--- src/rtl/apb_master_pkg.sv ---
// Shared types and register map for the APB initiator of the I2C register bridge.
// Holds the controller state encoding and the captured response layout.
package apb_master_pkg;

    typedef enum logic [1:0] {
        IDLE   = 2'd0,
        SETUP  = 2'd1,
        ACCESS = 2'd2,
        RESP   = 2'd3
    } state_t;

    localparam int APB_DATA_W = 32;

    localparam logic [31:0] ADDR_TX_FIFO     = 32'h0000_0000;
    localparam logic [31:0] ADDR_RX_FIFO     = 32'h0000_0004;
    localparam logic [31:0] ADDR_I2C_CONFIG  = 32'h0000_0008;
    localparam logic [31:0] ADDR_I2C_TIMEOUT = 32'h0000_000C;

    typedef struct packed {
        logic [APB_DATA_W-1:0] rdata;
        logic                  err;
        logic                  timeout;
    } rsp_t;

endpackage

--- src/rtl/apb_wait_timer.sv ---
// ACCESS-phase wait-state counter; cleared in SETUP, counts PREADY-low cycles, saturates.
// expired is combinational on pready so the controller can abort on the final allowed cycle.
module apb_wait_timer #(
    parameter int TIMEOUT_CYCLES = 16
) (
    input  logic PCLK,
    input  logic PRESETn,
    input  logic clr,
    input  logic inc,
    input  logic pready,
    output logic expired
);

    localparam int              CNT_W    = $clog2(TIMEOUT_CYCLES);
    localparam logic [CNT_W-1:0] CNT_LAST = CNT_W'(TIMEOUT_CYCLES - 1);

    logic [CNT_W-1:0] cnt_q;

    always_ff @(posedge PCLK) begin
        if (PRESETn) begin
            cnt_q <= '0;
        end else if (clr) begin
            cnt_q <= '0;
        end else if (inc && (cnt_q != CNT_LAST)) begin
            cnt_q <= cnt_q + CNT_W'(1);
        end
    end

    assign expired = (cnt_q == CNT_LAST) && !pready;

endmodule

--- src/rtl/apb_master_ctrl.sv ---
// Single-outstanding APB initiator: command -> SETUP -> ACCESS -> response, 3 cycles at zero wait.
// cmd_ready only in IDLE; a response is held stable until rsp_ready; ACCESS aborts after TIMEOUT_CYCLES.
module apb_master_ctrl
    import apb_master_pkg::*;
#(
    parameter int TIMEOUT_CYCLES = 16,
    parameter int ADDR_W         = 32,
    parameter int DATA_W         = 32
) (
    input  logic              PCLK,
    input  logic              PRESETn,
    input  logic              cmd_valid,
    output logic              cmd_ready,
    input  logic              cmd_write,
    input  logic [ADDR_W-1:0] cmd_addr,
    input  logic [DATA_W-1:0] cmd_wdata,
    output logic              rsp_valid,
    input  logic              rsp_ready,
    output logic [DATA_W-1:0] rsp_rdata,
    output logic              rsp_err,
    output logic              rsp_timeout,
    output logic              PSELx,
    output logic              PENABLE,
    output logic              PWRITE,
    output logic [ADDR_W-1:0] PADDR,
    output logic [DATA_W-1:0] PWDATA,
    input  logic [DATA_W-1:0] PRDATA,
    input  logic              PREADY,
    input  logic              PSLVERR,
    output logic              busy
);

    state_t            state_q, state_d;
    logic              write_q;
    logic [ADDR_W-1:0] addr_q;
    logic [DATA_W-1:0] wdata_q;
    rsp_t              rsp_q, rsp_d;
    logic              rsp_capture;
    logic              timer_clr, timer_inc, timer_expired;

    apb_wait_timer #(
        .TIMEOUT_CYCLES(TIMEOUT_CYCLES)
    ) u_wait_timer (
        .PCLK    (PCLK),
        .PRESETn (PRESETn),
        .clr     (timer_clr),
        .inc     (timer_inc),
        .pready  (PREADY),
        .expired (timer_expired)
    );

    always_ff @(posedge PCLK) begin
        if (PRESETn) begin
            state_q <= IDLE;
        end else begin
            state_q <= state_d;
        end
    end

    always_ff @(posedge PCLK) begin
        if (PRESETn) begin
            write_q <= 1'b0;
            addr_q  <= '0;
            wdata_q <= '0;
            rsp_q   <= '0;
        end else begin
            if (state_q == IDLE && cmd_valid) begin
                write_q <= cmd_write;
                addr_q  <= cmd_addr;
                wdata_q <= cmd_wdata;
            end
            if (rsp_capture) begin
                rsp_q <= rsp_d;
            end
        end
    end

    // APB inputs only steer next-state and the response capture, never an output directly.
    always_comb begin
        state_d     = state_q;
        rsp_d       = rsp_q;
        rsp_capture = 1'b0;
        timer_clr   = 1'b0;
        timer_inc   = 1'b0;
        cmd_ready   = 1'b0;
        busy        = 1'b1;
        PSELx       = 1'b0;
        PENABLE     = 1'b0;
        PWRITE      = 1'b0;
        PADDR       = '0;
        PWDATA      = '0;
        rsp_valid   = 1'b0;
        rsp_rdata   = '0;
        rsp_err     = 1'b0;
        rsp_timeout = 1'b0;

        case (state_q)
            IDLE: begin
                cmd_ready = 1'b1;
                busy      = 1'b0;
                if (cmd_valid) begin
                    state_d = SETUP;
                end
            end
            SETUP: begin
                PSELx     = 1'b1;
                PWRITE    = write_q;
                PADDR     = addr_q;
                PWDATA    = write_q ? wdata_q : '0;
                timer_clr = 1'b1;
                state_d   = ACCESS;
            end
            ACCESS: begin
                PSELx   = 1'b1;
                PENABLE = 1'b1;
                PWRITE  = write_q;
                PADDR   = addr_q;
                PWDATA  = write_q ? wdata_q : '0;
                if (PREADY) begin
                    rsp_capture   = 1'b1;
                    rsp_d.rdata   = write_q ? '0 : APB_DATA_W'(PRDATA);
                    rsp_d.err     = PSLVERR;
                    rsp_d.timeout = 1'b0;
                    state_d       = RESP;
                end else if (timer_expired) begin
                    rsp_capture   = 1'b1;
                    rsp_d.rdata   = '0;
                    rsp_d.err     = 1'b1;
                    rsp_d.timeout = 1'b1;
                    state_d       = RESP;
                end else begin
                    timer_inc = 1'b1;
                end
            end
            RESP: begin
                rsp_valid   = 1'b1;
                rsp_rdata   = DATA_W'(rsp_q.rdata);
                rsp_err     = rsp_q.err;
                rsp_timeout = rsp_q.timeout;
                if (rsp_ready) begin
                    state_d = IDLE;
                end
            end
            default: begin
                state_d = IDLE;
            end
        endcase
    end

endmodule

--- config.mk ---
export PLATFORM = sky130hd
export DESIGN_NAME = apb_master_ctrl
export DESIGN_NICKNAME = d
export VERILOG_FILES = /design/src/rtl/apb_master_pkg.sv /design/src/rtl/apb_wait_timer.sv /design/src/rtl/apb_master_ctrl.sv
export SDC_FILE = /design/constraint.sdc
export NUM_CORES = 1
export LEC_CHECK = 0
export ABC_AREA = 1
export BUFFER_PORTS_ARGS = -buffer_cell sky130_fd_sc_hd__buf_2
export CORE_ASPECT_RATIO = 2
export CORE_MARGIN = 5
export CORE_UTILIZATION = 30
export DETAILED_ROUTE_END_ITERATION = 8
export GPL_ROUTABILITY_DRIVEN = 0
export SYNTH_ARGS = -nofsm -noshare
export SYNTH_HDL_FRONTEND = slang
export SYNTH_SLANG_ARGS = --single-unit
--- constraint.sdc ---
create_clock -name PCLK -period 2 [get_ports PCLK]
set_clock_uncertainty 0.05 [all_clocks]
set_input_delay 0.4 -clock PCLK [delete_from_list [all_inputs] [get_ports PCLK]]
set_output_delay 0.4 -clock PCLK [all_outputs]
set_load 0.005 [all_outputs]
* After elaboration in Yosys (flattened, before gate mapping)
Cells that the tools add are included.
** Storage, ports and cells
- Bits in registers :: 105
- Latch bits :: 0
- Memory bits (writable) :: 0
- Bits in read-only memories :: 0
- Bits of input ports :: 103
- Output and inout bits :: 104
- Word-level logic and storage cells :: 54
- Memories kept :: 0
** Operators by class
- Add/subtract/negate cells :: 1
- Multipliers :: 0
- Div/mod/pow operators :: 0
- Magnitude comparators :: 0
- Equality and inequality tests :: 8
- Shift operators :: 0
- Multiplexer cells :: 27
- Bitwise operators :: 0
- Reduce and logical (&&, ||, !) cells :: 10
** Operator list (number)
- 2-to-1 mux 32 bit :: 5
- 2-to-1 mux 34 bit :: 2
- 2-to-1 mux 1 bit :: 15
- 2-to-1 mux 2 bit :: 4
- case mux 2 bit (4 select lines) :: 1
- AND reduction 3 bit :: 2
- adder 4 x 1 -> 4 bit (second input constant) :: 1
- == test 2 bit (second input constant) :: 2
- == test 4 bit (second input constant) :: 1
- inequality test 2 bit (second input constant) :: 2
- inequality test 4 bit (second input constant) :: 1
- OR reduction 2 bit :: 2
- logical AND 1 bit :: 3
- inequality test 3 bit (second input constant) :: 1
- == test 2 x 1 -> 1 bit (second input constant) :: 1
- logical NOT 2 bit :: 1
- nonzero test 2 bit :: 1
- logical NOT 1 bit :: 1

* Longest topological paths before layout
Gate-level depths: netlist (run 1).
- Depth after elaboration :: 6
- Gate-level depth with buffers :: 8
- Mapped depth without buffers :: 8

* By module
From an unflattened synthesis (run 1), not the netlist that was laid out.
** Second synthesis, totals
- Cell total of the unflattened synthesis :: 673
- Area, all modules :: 4623.2 µm²
** By module, submodules not included
- apb_master_ctrl :: instances 1, cells an instance 643, area each 4418.0 µm²
- apb_wait_timer :: instances 1, cells an instance 30, area each 205.2 µm²

* Worst setup path after synthesis (run 1)
No wires, ideal clock.
- Path kind :: register -> output
- Start :: reg state_q[0]
- End :: out PWRITE
- Data arrival time :: 1.414 ns
- Data required time :: 1.550 ns
- Slack :: 0.136 ns
- Cell stages (with the launch flop) :: 7
- Path buffers :: 2
- Cell sequence :: dfxtp_1 > inv_1 > ha_1 > clkbuf_1 > nand2_1 > clkbuf_1 > inv_1
** Between the ends
- Cells in the longest elaborated chain, start to end :: 3
** Ends and longest elaborated chain
- from (decl) :: line apb_master_ctrl.sv:33 : state_t state_q, state_d;
- from (signal assigned) :: line apb_master_ctrl.sv:56 : state_q <= state_d;
- == test 2 bit / == test 2 x 1 -> 1 bit (equally long branches) :: line apb_master_ctrl.sv:97 : case (state_q)
- OR reduction 2 bit (no line) (*)
- 2-to-1 mux 1 bit (*) :: line apb_master_ctrl.sv:97
- to (decl) :: line apb_master_ctrl.sv:24 : output logic PWRITE,
Every way passes the cells marked *; elsewhere a longest branch is shown, timed or not.

* Worst setup path after layout (run 1)
- Start :: reg state_q[1]
- End :: out PWDATA[28]
** Between the ends
- Cells in the longest elaborated chain, start to end :: 3
** Ends and longest elaborated chain
- == test 2 bit / == test 2 x 1 -> 1 bit (equally long branches) :: line apb_master_ctrl.sv:97
- OR reduction 2 bit (no line) (*)
- 2-to-1 mux 32 bit (*)
- to (decl) :: line apb_master_ctrl.sv:26 : output logic [DATA_W-1:0] PWDATA,
Marked as above.

==> flow_metrics.env, run 1 <==
export IMPL_path_clk_slew_ps=80
export IMPL_synthesis_area_um2=4750
export IMPL_clock_path_buffers=2
export IMPL_drv_slew=0
export IMPL_rrSetupSlack_ps=380
export IMPL_wl_met3_um=699
export IMPL_final_cells=1134
export IMPL_m1WireLength_mm=5.41
export IMPL_min_path_type="input pin to flip-flop"
export IMPL_synth_fp_nets=844
export IMPL_antenna_found_initial=1
export IMPL_ys_seq_area_share_pct=44.3
export IMPL_path_class="flip-flop to primary output"
export IMPL_grt_pass1_wl_mm=22.3
export IMPL_worst_path_buf_inv=3
export IMPL_dp_slack_ps=223
export IMPL_routed_via_count=4820
export IMPL_cts_tree="built"
export IMPL_wl_met2_mm=8.39
export IMPL_slowest_delay_ps=340
export IMPL_period_needed_ps=1990
export IMPL_drt_vias_per_instance=4.25
export IMPL_drive_gt1_share_pct=29.3
export IMPL_final_common_cell="buf_2"
export IMPL_drt_wl_total_mm=14.9
export IMPL_clockRootBuffer="clkbuf_16"
export IMPL_dp_hpwl_mm=10.3
export IMPL_power_switching_mw=2.71
export IMPL_yosys_warnings=0
export IMPL_p_comb_share_pct=38.5
export IMPL_synth_seq_cells=105
export IMPL_ir_worst_vdd_v=0.000475
export IMPL_stdcell_area_um2=6510
export IMPL_fin_crit_sh_pct=99.5
export IMPL_fin_hold_ws_ps=254
export IMPL_initial_core_util_pct=30.2
export IMPL_max_cap_violations=0
export IMPL_path_delay_family="buffers and inverters"
export IMPL_path_max_fanout=17
export IMPL_syn2layout_area_growth_pct=37.1
export IMPL_routedWlPerCell_um=13.1
export IMPL_max_freq_ghz=0.502
export IMPL_layout_common_cells="206 x buf_2, 185 x nor2_1, 142 x inv_1, 103 x dfxtp_1, 91 x o21ai_0"
export IMPL_grtUsageTotal_pct=14.9
export IMPL_dpl_cell_area_um2=5990
export IMPL_core_rowCount=65
export IMPL_cts_num_sinks=105
export IMPL_clkPwrFrac_pct=23.2
export IMPL_cp_cell_sequence="inv_2 > ha_4 > nand2_4 > buf_12 > nor2_1 > buf_2"
export IMPL_p_leak_nw=3.71
export IMPL_relSlewSlack_pct=74.4
export IMPL_required_ps=1550
export IMPL_netSwitchingFraction_pct=36.8
export IMPL_worstMarginPinSlew_ps=384
export IMPL_total_power_mw=7.36
export IMPL_fin_nets=1036
export IMPL_synth_distinct_cells=17
export IMPL_finish_utilization_pct=41.5
export IMPL_die_area_um2=18600
export IMPL_syn_avg_cell_area_um2=6.46
export IMPL_grt_max_degree=53
export IMPL_design_core_area_um2=15700
export IMPL_rsz0062_at_grt="true"
export IMPL_cts_htree_levels=3
export IMPL_start_kind="flip-flop"
export IMPL_postRouteAntennaNets=0
export IMPL_pwr_share_seq_pct=38.3
export IMPL_routed_top_layer="met4"
export IMPL_netlist_instances=735
export IMPL_portBuffers=206
export IMPL_insertion_delay_ps=340
export IMPL_setup_slack_ps=9.85
export IMPL_overflow=0
export IMPL_p_int_mw=4.65
export IMPL_cts_buffers=9
export IMPL_first_pass_iters=4
export IMPL_cp_slowest_cell="dfxtp_2"
export IMPL_initialDrtViolationCount=95
export IMPL_io_pins=207
export IMPL_powerDensity_nw_per_um2=1130
export IMPL_endpoint_kind="primary output"
export IMPL_die_w_um=99.0
export IMPL_status="finished clean"
export IMPL_finalHoldViolations=0
export IMPL_drc=0
export IMPL_die_h_um=188
export IMPL_fin_tns_setup_ps=0
export IMPL_arrival_ps=1540
export IMPL_finalSetupViolCount=0
export IMPL_placed_cells=1109
export IMPL_grt_pass1_vias=4683
[power groups by stage]
| stage | clock (mW) | combinational [mW] | sequential, mW |
|---|---|---|---|
| 6_report | 1.71 | 2.83 | 2.82 |
| 2_1_floorplan | 0 | 1.56 | 2.82 |
| 3_3_place_gp | 0 | 2.44 | 2.86 |
| 4_1_cts | 1.78 | 2.76 | 2.82 |
| 5_1_grt | 1.85 | 3.20 | 2.88 |
| 3_5_place_dp | 0 | 2.45 | 2.87 |
[flip-flops by register name, summed over array words and instances (netlist names)]
signal,count
state_q,2
write_q,1
addr_q,32
wdata_q,32
rsp_q,34
u_wait_timer.cnt_q,4
[final timing paths]
kind                               from          to  cells after the start
hold reg to reg              wdata_q[1]  wdata_q[1]                      2
setup / recovery             state_q[1]  PWDATA[28]                      6
setup reg to reg  u_wait_timer.cnt_q[0]    rsp_q[2]                      8
hold / removal              cmd_addr[4]   addr_q[4]                      3
[cells by family (layout without fill, tap and decap cells)]
| logic type | count (synthesis) | count (layout) | share of synthesized area [%] |
|---|---|---|---|
| other | 0 | 1 | 0 |
| AND/OR/NAND/NOR | 295 | 295 | 23.7 |
| buffers and inverters | 191 | 388 | 15.8 |
| AO/OA/AOI/OAI | 137 | 137 | 14.4 |
| flip-flops | 105 | 105 | 44.3 |
| XOR/XNOR | 1 | 1 | 0.185 |
| adder cells (fa/ha/maj) | 6 | 6 | 1.58 |
[synthesized netlist by cell type, drive strengths merged]
cell type / instances / area share (%)
xor2: 1 / 0.18
inv: 146 / 12
nand2: 89 / 7.1
nor2: 201 / 16
a21oi: 39 / 4.1
buf: 11 / 1.6
clkinv: 1 / 0.11
o21ai: 98 / 10
dfxtp: 105 / 44
clkbuf: 33 / 2.6
nand3: 4 / 0.53
ha: 6 / 1.6
nand4: 1 / 0.13
[routing by layer]
| layer | vias to the layer above | track usage, % |
|---|---|---|
| met3 | 19 | 2.79 |
| met5 | - | 0 |
| li1 | 2555 | - |
| met1 | 2120 | 14.7 |
| met2 | 126 | 29.4 |
| met4 | 0 | 5.84 |
[cell type report]
class                      count  area (um2)
clock inverter                 6        51.3
inverter                     147         553
clock buffer                  10         229
antenna                        1        2.50
tap                          201         251
sequential                   105        2100
fill                        1772        9190
multi-input combinational    439        1980
timing repair buffer         225        1340
[worst register-to-register path, delay by kind of cell (launching register included)]
kind / cells / cell delay (ps)
adder cells (fa/ha/maj): 1 / 230
buffers and inverters: 2 / 440
flip-flops: 1 / 400
AND/OR/NAND/NOR: 5 / 440
[what timing repair did]
item / in CTS / in global routing
pin swaps: 1 / 1
buffers inserted: 2 / 2
setup endpoints to repair: 66 / 54
hold buffers: 0 / 0
gates cloned: 2 / 3
resized for setup: 7 / 24
No activity file was read; power rests on OpenSTA's default activity.
==> run 2, diff against run 1 <==
Settings changed: CTS_BUF_LIST set to sky130_fd_sc_hd__clkbuf_4, REMOVE_ABC_BUFFERS set to 1, SETUP_SLACK_MARGIN set to 0.02.
==> run 2 against run 1 <==
Net effect: the run now ends with setup timing left; die area stayed put; worst hold slack worse by 120 ps; sequential share of layout area decreased by 0.40 points; non-clock buffer count increased by 6; sequential power grew 2%; design area rose by 1.2%; critical path depth up 1; utilization is 0.52 points higher; global-route usage rose by 1.0 points; clock power down 40%; combinational power rose by 11%; critical path type unchanged; critical endpoint is now PADDR[19].
==> flow_metrics.env, run 2 (synthesized netlist as in run 1, its figures left out) <==
export IMPL_status="finished, violations left"
export IMPL_violations="setup timing"
export IMPL_drive_gt1_share_pct=31.9
export IMPL_reg_top3="rsp_q x34, addr_q x32, wdata_q x32"
export IMPL_endpoint_kind="primary output"
export IMPL_clock_path_buffers=2
export IMPL_antenna_found_initial=4
export IMPL_io_pins=207
export IMPL_largest_reg_flops=34
export IMPL_p_leak_nw=3.79
export IMPL_grt_use_met3_pct=3.31
export IMPL_path_clk_slew_ps=170
export IMPL_die_w_um=99.0
export IMPL_cp_cell_sequence="inv_2 > ha_4 > buf_6 > buf_12 > nand2_2 > inv_1 > buf_2"
export IMPL_grt_max_degree=102
export IMPL_setup_slack_ps=-107
export IMPL_cts_num_sinks=105
export IMPL_grtUsageTotal_pct=15.9
export IMPL_grt_util_met1_pct=15.8
export IMPL_dp_hpwl_mm=10.6
export IMPL_drv_slew=0
export IMPL_cts_tree="built"
export IMPL_use_met2_pct=31.1
export IMPL_worstMarginPinSlew_ps=392
export IMPL_routedWlPerCell_um=13.1
export IMPL_rrSetupSlack_ps=410
export IMPL_drt_wl_total_mm=14.9
export IMPL_arrival_ps=1660
export IMPL_grt_pass1_wl_mm=23.5
export IMPL_n_fill_cell=1757
export IMPL_largest_register="rsp_q"
export IMPL_cts_buffers=9
export IMPL_min_path_type="input pin to flip-flop"
export IMPL_netSwitchingFraction_pct=39.2
export IMPL_max_freq_ghz=0.475
export IMPL_postRouteAntennaNets=0
export IMPL_core_rowCount=65
export IMPL_syn2layout_area_growth_pct=38.9
export IMPL_insertion_delay_ps=440
export IMPL_routed_via_count=4848
export IMPL_fin_hold_ws_ps=135
export IMPL_initialDrtViolationCount=113
export IMPL_ir_worst_vdd_v=0.000601
export IMPL_grt_pass1_vias=4708
export IMPL_finalSetupViolCount=62
export IMPL_period_needed_ps=2110
export IMPL_required_ps=1550
export IMPL_final_common_cell="nor2_1"
export IMPL_overflow=0
export IMPL_relSlewSlack_pct=73.9
export IMPL_clockRootBuffer="clkbuf_4"
export IMPL_start_kind="flip-flop"
export IMPL_p_int_mw=4.29
export IMPL_placed_cells=1113
export IMPL_portBuffers=206
export IMPL_fin_crit_sh_pct=105
export IMPL_grt_busiest_layer="met2"
export IMPL_rsz0062_at_grt="true"
export IMPL_initial_core_util_pct=30.2
export IMPL_power_switching_mw=2.76
export IMPL_path_max_fanout=8
export IMPL_p_comb_share_pct=44.7
export IMPL_die_h_um=188
export IMPL_pwr_share_seq_pct=40.8
export IMPL_die_area_um2=18600
export IMPL_drc=0
export IMPL_final_cells=1142
export IMPL_powerDensity_nw_per_um2=1070
export IMPL_path_class="flip-flop to primary output"
export IMPL_clkPwrFrac_pct=14.5
export IMPL_max_cap_violations=0
export IMPL_fin_nets=1042
export IMPL_fin_tns_setup_ps=-3530
export IMPL_design_core_area_um2=15700
export IMPL_slowest_delay_ps=380
export IMPL_first_pass_iters=4
export IMPL_cp_slowest_cell="dfxtp_2"
export IMPL_layout_common_cells="194 x nor2_1, 191 x buf_2, 128 x inv_1, 103 x dfxtp_1, 91 x o21ai_0"
export IMPL_drt_vias_per_instance=4.25
export IMPL_finalHoldViolations=0
export IMPL_cts_htree_levels=3
-- run 2: metal layers --
layer	wire [um]	up-vias
met4	375	2
li1	-	2572
met2	8490	132
met3	824	26
met5	20	-
met1	5200	2116
-- run 2: timing repair --
action / in CTS / in global routing
cloned: 4 / 0
pin swaps: 4 / 4
setup buffers: 5 / 1
endpoints found under the setup margin: 100 / 102
gates resized for setup: 38 / 55
hold buffers: 0 / 0
-- run 2: path summary, 6_finish.rpt --
check	startpoint	to	depth (start not counted)
max reg2reg	u_wait_timer.cnt_q[0]	rsp_q[14]	8
min reg2reg	wdata_q[13]	wdata_q[13]	2
max	state_q[1]	PADDR[19]	7
min	cmd_addr[15]	addr_q[15]	3
-- run 2: power groups by stage --
stage	combinational (mW)	sequential [mW]	clock, mW
floorplan	1.43	2.82	0
global placement	2.39	2.87	0
detailed placement	2.40	2.89	0
CTS	2.95	2.85	1.10
global route	3.55	2.94	1.18
finish	3.15	2.88	1.02
-- run 2: final cells by class --
class                   count  area, um2  share of cell area [%]
flip-flops and latches    105       2100                    31.9
inverters                 147        553                    8.39
clock inverters             5       41.3                   0.626
repair buffers            231       1490                    22.6
multi-input cells         439       2060                    31.3
diodes                      3       7.51                   0.114
well taps                 201        251                    3.82
clock buffers              11       82.6                    1.25
-- run 2: per-stage QoR --
stage	utilization, %	area [um2]	setup WS, ps	total power [mW]
floorplan	-	4550	-1220	4.25
global placement	38.1	5980	294	5.26
detailed placement	38.1	5980	226	5.29
CTS	40.7	6390	-155	6.90
global route	42.0	6590	-235	7.68
finish	42.0	6590	-107	7.05
-- run 2: worst max-delay path: cells and delay by family, from the launching register on --
family	cells	cell delay [ps]
DFF	1	380
adders and majority gates	1	290
buffers and inverters	5	480
and+or+nand+nor	1	60
